### src/rtl/serial_adder_pkg.sv
// Shared types for the bit-serial adder.
// FSM state encoding and the signed-overflow helper.
package serial_adder_pkg;

    typedef enum logic [1:0] {
        ST_IDLE  = 2'd0,
        ST_SHIFT = 2'd1,
        ST_DONE  = 2'd2
    } state_e;

    // Two's-complement overflow from operand and result sign bits
    function automatic logic signed_ovf(
        input logic a_msb,
        input logic b_msb,
        input logic s_msb
    );
        return (a_msb == b_msb) && (s_msb != a_msb);
    endfunction

endpackage

### src/rtl/full_adder.sv
// Existing 1-bit full adder cell.
// count is the carry-out of in_1 + in_2 + cin.
module full_adder (
    input  logic in_1,
    input  logic in_2,
    input  logic cin,
    output logic sum,
    output logic count
);

    assign sum   = in_1 ^ in_2 ^ cin;
    assign count = (in_1 & in_2) | (in_1 & cin) | (in_2 & cin);

endmodule

### src/rtl/serial_adder.sv
// Bit-serial WIDTH-bit adder: one full_adder cell, LSB first.
// Optional SERIAL_ADDER_OVF_EN adds the signed overflow output.
module serial_adder
    import serial_adder_pkg::*;
#(
    parameter int WIDTH = 8
) (
    input  logic             sys_clk,
    input  logic             sys_rst_n,
    input  logic             start,
    input  logic [WIDTH-1:0] in_a,
    input  logic [WIDTH-1:0] in_b,
    input  logic             cin,
    output logic             busy,
    output logic             done,
    output logic [WIDTH-1:0] sum,
`ifdef SERIAL_ADDER_OVF_EN
    output logic             count,
    output logic             ovf
`else
    output logic             count
`endif
);

    localparam int CW = (WIDTH > 1) ? $clog2(WIDTH) : 1;
    localparam logic [CW-1:0] LAST = CW'(WIDTH - 1);

    state_e           state_q, state_d;
    logic [WIDTH-1:0] shift_a_q, shift_a_d;
    logic [WIDTH-1:0] shift_b_q, shift_b_d;
    logic [WIDTH-1:0] acc_q, acc_d;
    logic             carry_q, carry_d;
    logic [CW-1:0]    bit_cnt_q, bit_cnt_d;
    logic [WIDTH-1:0] sum_q, sum_d;
    logic             count_q, count_d;
    logic             fa_sum;
    logic             fa_count;
    logic             last_bit;
    logic [WIDTH-1:0] result;

`ifdef SERIAL_ADDER_OVF_EN
    logic             a_msb_q, a_msb_d;
    logic             b_msb_q, b_msb_d;
    logic             ovf_q, ovf_d;
`endif

    full_adder u_fa (
        .in_1  (shift_a_q[0]),
        .in_2  (shift_b_q[0]),
        .cin   (carry_q),
        .sum   (fa_sum),
        .count (fa_count)
    );

    assign last_bit = (bit_cnt_q == LAST);
    assign result   = {fa_sum, acc_q[WIDTH-1:1]};

    // State register
    always_ff @(posedge sys_clk or negedge sys_rst_n) begin
        if (!sys_rst_n) begin
            state_q <= ST_IDLE;
        end else begin
            state_q <= state_d;
        end
    end

    // Next-state logic; start outside IDLE is dropped
    always_comb begin
        state_d = state_q;
        unique case (state_q)
            ST_IDLE:  if (start) state_d = ST_SHIFT;
            ST_SHIFT: if (last_bit) state_d = ST_DONE;
            ST_DONE:  state_d = ST_IDLE;
            default:  state_d = ST_IDLE;
        endcase
    end

    // Status outputs decoded from state
    always_comb begin
        busy = 1'b0;
        done = 1'b0;
        unique case (state_q)
            ST_SHIFT: busy = 1'b1;
            ST_DONE:  done = 1'b1;
            default:  ;
        endcase
    end

    // Datapath: load on accept, shift one bit per SHIFT cycle
    always_comb begin
        shift_a_d = shift_a_q;
        shift_b_d = shift_b_q;
        acc_d     = acc_q;
        carry_d   = carry_q;
        bit_cnt_d = bit_cnt_q;
        sum_d     = sum_q;
        count_d   = count_q;
`ifdef SERIAL_ADDER_OVF_EN
        a_msb_d   = a_msb_q;
        b_msb_d   = b_msb_q;
        ovf_d     = ovf_q;
`endif
        if (state_q == ST_IDLE && start) begin
            shift_a_d = in_a;
            shift_b_d = in_b;
            carry_d   = cin;
            bit_cnt_d = '0;
`ifdef SERIAL_ADDER_OVF_EN
            a_msb_d   = in_a[WIDTH-1];
            b_msb_d   = in_b[WIDTH-1];
`endif
        end else if (state_q == ST_SHIFT) begin
            shift_a_d = {1'b0, shift_a_q[WIDTH-1:1]};
            shift_b_d = {1'b0, shift_b_q[WIDTH-1:1]};
            acc_d     = result;
            carry_d   = fa_count;
            if (last_bit) begin
                sum_d   = result;
                count_d = fa_count;
`ifdef SERIAL_ADDER_OVF_EN
                ovf_d   = signed_ovf(a_msb_q, b_msb_q,
                                     result[WIDTH-1]);
`endif
            end else begin
                bit_cnt_d = bit_cnt_q + 1'b1;
            end
        end
    end

    // Datapath and result registers
    always_ff @(posedge sys_clk or negedge sys_rst_n) begin
        if (!sys_rst_n) begin
            shift_a_q <= '0;
            shift_b_q <= '0;
            acc_q     <= '0;
            carry_q   <= 1'b0;
            bit_cnt_q <= '0;
            sum_q     <= '0;
            count_q   <= 1'b0;
        end else begin
            shift_a_q <= shift_a_d;
            shift_b_q <= shift_b_d;
            acc_q     <= acc_d;
            carry_q   <= carry_d;
            bit_cnt_q <= bit_cnt_d;
            sum_q     <= sum_d;
            count_q   <= count_d;
        end
    end

`ifdef SERIAL_ADDER_OVF_EN
    // Captured operand sign bits and overflow result
    always_ff @(posedge sys_clk or negedge sys_rst_n) begin
        if (!sys_rst_n) begin
            a_msb_q <= 1'b0;
            b_msb_q <= 1'b0;
            ovf_q   <= 1'b0;
        end else begin
            a_msb_q <= a_msb_d;
            b_msb_q <= b_msb_d;
            ovf_q   <= ovf_d;
        end
    end

    assign ovf = ovf_q;
`endif

    assign sum   = sum_q;
    assign count = count_q;

endmodule

### config.mk
export PLATFORM = sky130hd
export DESIGN_NAME = serial_adder
export DESIGN_NICKNAME = d
export VERILOG_FILES = /design/src/rtl/serial_adder_pkg.sv /design/src/rtl/full_adder.sv /design/src/rtl/serial_adder.sv
export SDC_FILE = /design/constraint.sdc
export NUM_CORES = 1
export LEC_CHECK = 0
export ABC_AREA = 0
export BUFFER_PORTS_ARGS = -buffer_cell sky130_fd_sc_hd__buf_2
export CORE_MARGIN = 3
export CORE_UTILIZATION = 54
export CTS_BUF_LIST = sky130_fd_sc_hd__clkbuf_4 sky130_fd_sc_hd__clkbuf_8 sky130_fd_sc_hd__clkbuf_16
export DETAILED_ROUTE_END_ITERATION = 8
export PLACE_DENSITY = 0.89
export SETUP_SLACK_MARGIN = 0.4
export SLEW_MARGIN = 5
export SYNTH_ARGS = -nofsm -noshare
export SYNTH_HDL_FRONTEND = slang
export SYNTH_SLANG_ARGS = --single-unit
### constraint.sdc
create_clock -name sys_clk -period 1.79 [get_ports sys_clk]
set_clock_uncertainty 0.2 [all_clocks]
set_input_delay 0.0895 -clock sys_clk [delete_from_list [all_inputs] [get_ports sys_clk]]
set_output_delay 0.0895 -clock sys_clk [all_outputs]
set_load 0.03 [all_outputs]
# Yosys cells after proc, flatten, opt, wreduce, memory -nomap -nowiden
# Cells that the tools add are included.
# Widths: inputs -> output; s select.
[classes]
addsub = 1
mul = 0
div_mod_pow = 0
order_cmp = 0
eq_ne = 6
shift = 0
n_mux = 14
bitwise = 8
reduce_logical = 7
[ops]
columns = ["operator", "count"]
rows = [
  ["$mux 8", 4],
  ["$mux 3", 3],
  ["$reduce_and 2->1", 3],
  ["$mux 1", 4],
  ["$mux 2", 2],
  ["$ne 2x2->1 const B", 2],
  ["$pmux 2 s2", 1],
  ["$add 3x1->3 const B", 1],
  ["$and 1x1->1", 3],
  ["$eq 3x3->1 const B", 1],
  ["$reduce_and 3->1", 1],
  ["$eq 2x1->1 const B", 1],
  ["$eq 2x2->1 const B", 1],
  ["$logic_not 2->1", 1],
  ["$ne 2x1->1 const B", 1],
  ["$or 1x1->1", 2],
  ["$reduce_bool 2->1", 1],
  ["$xor 1x1->1", 2],
  ["$logic_and 1x1->1", 1],
  ["$not 1->1", 1],
]
[word_totals]
regBits = 39
latch_bits = 0
ramBits = 0
mem_bits_ro = 0
inputBits = 20
output_inout_bits = 11
elab_cells = 44
memories = 0

# Depth between registers and ports, before layout
[logic_depth]
word_depth = 5
ltp_mapped = 6
depth_no_buf = 5

# Hierarchy
# From an unflattened synthesis, not the netlist that was laid out.
[unflattened]
cells_unflattened = 146
hier_area_um2 = 1702.9
[by_module_without_submodules]
columns = ["module", "instances", "cells_per_inst", "area_per_inst_um2"]
rows = [
  ["serial_adder", 1, 145, 1682.9],
  ["full_adder", 1, 1, 20.0],
]

# Worst setup path after synthesis
# OpenSTA, ideal clock, no wires.
[synth_timing]
kind = "reg-to-reg"
startpoint = "reg bit_cnt_q[0]"
endpoint = "reg count_q, in the netlist count"
setup_time_ns = 0.125
t_arrival_ns = 1.289
required_ns = 1.465
path_slack_ns = 0.176
stages_incl_launch_ff = 6
path_buffers = 1
period_less_slack_ns = 1.614
path_cell_list = "dfrtp_1 -> ha_1 -> ha_1 -> buf_6 -> nand2_8 -> mux2_4"
[synth_via]
elab_chain_len = 2
[synth_rtl]
columns = ["element", "line", "rtl"]
rows = [
  ["from (decl)", "serial_adder.sv:33", "logic [CW-1:0] bit_cnt_q, bit_cnt_d;"],
  ["from (signal assigned)", "serial_adder.sv:145", "bit_cnt_q <= bit_cnt_d;"],
  ["$eq 3x3->1", "serial_adder.sv:55", "assign last_bit = (bit_cnt_q == LAST);"],
  ["$reduce_and 3->1 (no source line)", "n/a", ""],
  ["to (signal assigned)", "serial_adder.sv:147", "count_q <= count_d;"],
  ["to (decl)", "serial_adder.sv:35", "logic count_q, count_d;"],
]
# No other way between the ends.
# A chain may end at the register's enable or synchronous reset.

# Worst setup path in the final report
[layout_timing]
startpoint = "reg bit_cnt_q[1]"
endpoint = "reg bit_cnt_q[2]"
[layout_via]
elab_chain_len = 4
[layout_rtl]
columns = ["element", "line", "rtl"]
rows = [
  ["$add 3x1->3", "serial_adder.sv:125", "bit_cnt_d = bit_cnt_q + 1'b1;"],
  ["$mux 3", "serial_adder.sv:117", "if (last_bit) begin"],
  ["$mux 3", "serial_adder.sv:112", "end else if (state_q == ST_SHIFT) begin"],
  ["$mux 3", "serial_adder.sv:103", "if (state_q == ST_IDLE && start) begin"],
]
# Parallel ways exist; a longest one is shown, timed or not. The select of a mux whose other input is x is not followed.

==> summary.md <==
| Metric | Value |
|---|---|
| Measured slew at the worst slew-check pin | `~480 ps` |
| Relative max-transition margin | `0.681` |
| RePlAce Congestion | `0.845` |
| Hold path cells | `3` |
| Core area | `0.00290 mm^2` |
| Diode count | `0` |
| Largest net degree at the start of global routing | `39` |
| Slowest CP cell | `dfrtp_1` |
| Routed WL per cell | `24.6 um` |
| Total gr overflow | `0` |
| Root Driver | `clkbuf_4` |
| Fin crit share | `0.924` |
| Post-Layout Cell Count | `roughly 270` |
| Vias in the first global route | `roughly 1,600` |
| Initial Utilization | `0.594` |
| Cell count after synthesis | `149` |
| Asr flop ratio synth | `1.00` |
| Top FF cell, synth | `dfrtp_1` |
| XOR/XNOR Fraction of Synth Area | `0` |
| Post-route cell area | `0.00274 mm^2` |
| Critical Path AT | `1740 ps` |
| Worst Hold Class | `in -> reg` |
| GRT Total Usage | `0.259` |
| CTS tree | `done` |
| Leak | `1.26 nW` |
| Placed wire-length estimate | `approximately 2600 um` |
| Post-layout util | `0.943` |
| DIE WIDTH | `62.5 um` |
| Vias/cell | `approximately 6.3` |
| Antenna violations before repair | `0` |
| Fraction of layout cells with a size suffix above 1 | `0.554` |
| Starting DRC count in detailed routing | `143` |
| Max Freq | `605 MHz` |
| R2R cell count | `5` |
| Sum Neg Setup Slack | `0 ps` |
| TritonCTS Sinks | `38` |
| Final WL | `between 6000 and 7000 um` |
| Via count | `between 1,500 and 2,000` |
| CTS clk-pin slew, worst paths | `140 ps` |
| Post-synth EDFFs | `0` |
| First drt pass iteration count | `5` |
| Post-Synth Adder-Cell Area | `0.0262` |
| Yosys warnings | `0` |
| Area growth, synth to finish | `58.9%` |
| Maximum buffer depth of the clock tree | `2` |
| Port bufs | `30` |
| Commonest cells after routing, fill and taps aside | `34 x dfrtp_1, 29 x buf_2, 18 x dlygate4sd3_1` |
| CP Cell Sequence | `ha_2 -> ha_4 -> nor2_1 -> a22oi_1 -> o2bb2ai_1` |
| Placed instance area | `approximately 0.0019 mm^2` |
| Post-synthesis sequential area ratio | `0.552` |
| Syn_nets | `172` |
| Most common cell after layout, fill and taps aside | `dfrtp_1` |
| Clock Latency Late Sink | `approximately 380 ps` |
| Crit path kind | `reg -> reg` |
| Post-Syn Area | `~0.0017 mm^2` |
| Power Density | `1920 mW/mm^2` |
| Final net count | `246` |
| #FFs+latches synth | `38` |
| Setup violators final | `0` |
| Multiplexer share of the synthesized area | `0.0785` |
| Crit Path Max Fanout | `8` |
| Site Rows | `19` |
| Critical path endpoint category | `register` |
| Maximum VDD drop | `1320 uV` |
| Slew Limit Fails | `0` |
| Routed Antenna Nets | `0` |
| Largest family of logic cells by synthesized area | `compound AO/OA/AOI/OAI gates` |
| First-pass GRT wire length | `about 7800 um` |
| Max cap viols | `0` |
| Total power | `5.25 mW` |
| CTS Buf Count | `5` |
| H-tree depth | `2` |
| Die Y | `62.5 um` |
| Residual DRC | `0` |
| IO Pins | `31` |
| Yosys cell types | `26` |
| Syn_area_per_cell | `11.6 um^2` |
| Minimum clock period | `~1700 ps` |
| Placed Cells | `215` |
| Die area | `0.00390 mm^2` |
| Critical path required time | `around 1900 ps` |
| CP startpoint kind | `register` |
| Post-Synth Simple-Gate Area | `0.109` |
| Final Hold Viols | `0` |
| CP max stage delay | `430 ps` |
| Status | `finished, final reports clean` |
| Synth Area in Compound Gates | `0.181` |
| RSZ-0062 raised after global routing | `yes` |
==> kinds of logic (layout without fill, tap and decap cells) <==
logic type / count (synthesis) / in the layout
DFF: 38 / 38
buffers and inverters: 13 / 87
AOI/OAI and AO/OA: 48 / 48
muxes: 9 / 9
and+or+nand+nor: 38 / 39
adders and majority gates: 3 / 3
==> final cells by class <==
class                      instances  area (um^2)
inverter                           4         35.0
multi-input combinational         99          945
timing repair buffer              75          642
sequential                        38          956
clock buffer                       5         37.5
fill                              85          164
tap                               42         52.6
clock inverter                     3         68.8
==> path summary, 6_finish.rpt <==
path                              startpoint           end  slack, ps
worst max-delay path            bit_cnt_q[1]  bit_cnt_q[2]        140
worst min-delay path                   start  shift_a_q[2]        110
worst max register to register  bit_cnt_q[1]  bit_cnt_q[2]        140
worst min register to register        sum[2]        sum[2]        320
max in group asynchronous          sys_rst_n  shift_b_q[0]        880
min in group asynchronous          sys_rst_n      acc_q[1]        130
==> stage by stage <==
step	hold WS [ps]	setup slack [ps]
global placement	-45.7	259
CTS	26.4	244
global route	114	67.2
detailed placement	-39.1	182
finish	105	137
floorplan	-406	215
==> state kept, by name, indices dropped and copies added, names as in the netlist <==
| signal | flops |
|---|---|
| state_q | 2 |
| acc_q | 7 |
| sum | 8 |
| shift_a_q | 8 |
| count | 1 |
| bit_cnt_q | 3 |
| carry_q | 1 |
| shift_b_q | 8 |
==> report_power, final <==
part           switching [mW]  internal [mW]  leakage, nW
Combinational            1.40           1.35        0.751
Sequential              0.462           1.26        0.458
Clock                   0.339          0.437       0.0554
Total                    2.20           3.05         1.26
==> cell usage after synthesis (3+ instances only) <==
library cell   n  area (um^2)
a21oi_1       11         55.1
a2bb2oi_1      4         35.0
buf_2          3         15.0
buf_6          3         33.8
dfrtp_1       38          951
inv_1          3         11.3
mux2_4         9          135
nand2_1       24         90.1
nor2_1         5         18.8
o21ai_0        4         20.0
o22ai_1       22          138
o2bb2ai_1      3         26.3
==> metal layers <==
| layer | up-vias | track usage | share of wire |
|---|---|---|---|
| met5 | - | 0 | 0 |
| met4 | 0 | 0.118 | 0.047 |
| met3 | 38 | 0.0683 | 0.069 |
| met2 | 130 | 0.451 | 0.52 |
| met1 | 813 | 0.297 | 0.37 |
| li1 | 686 | - | - |
==> timing repair <==
| action | CTS | global route |
|---|---|---|
| hold buffers | 18 | 0 |
| resized for setup | 17 | 56 |
| gates cloned | 2 | 2 |
| pin swaps | 2 | 16 |
| setup buffers | 15 | 6 |
| setup endpoints to repair | 33 | 36 |
| hold endpoints to repair | 55 | 0 |
==> worst max-delay path, delay by kind of cell (launching register included) <==
family                   cells  cell delay, ps
flip-flops                   1             430
adder cells (fa/ha/maj)      2             420
AND/OR/NAND/NOR              1             160
AO/OA/AOI/OAI                2             340
(Power assumes the default switching activity.)
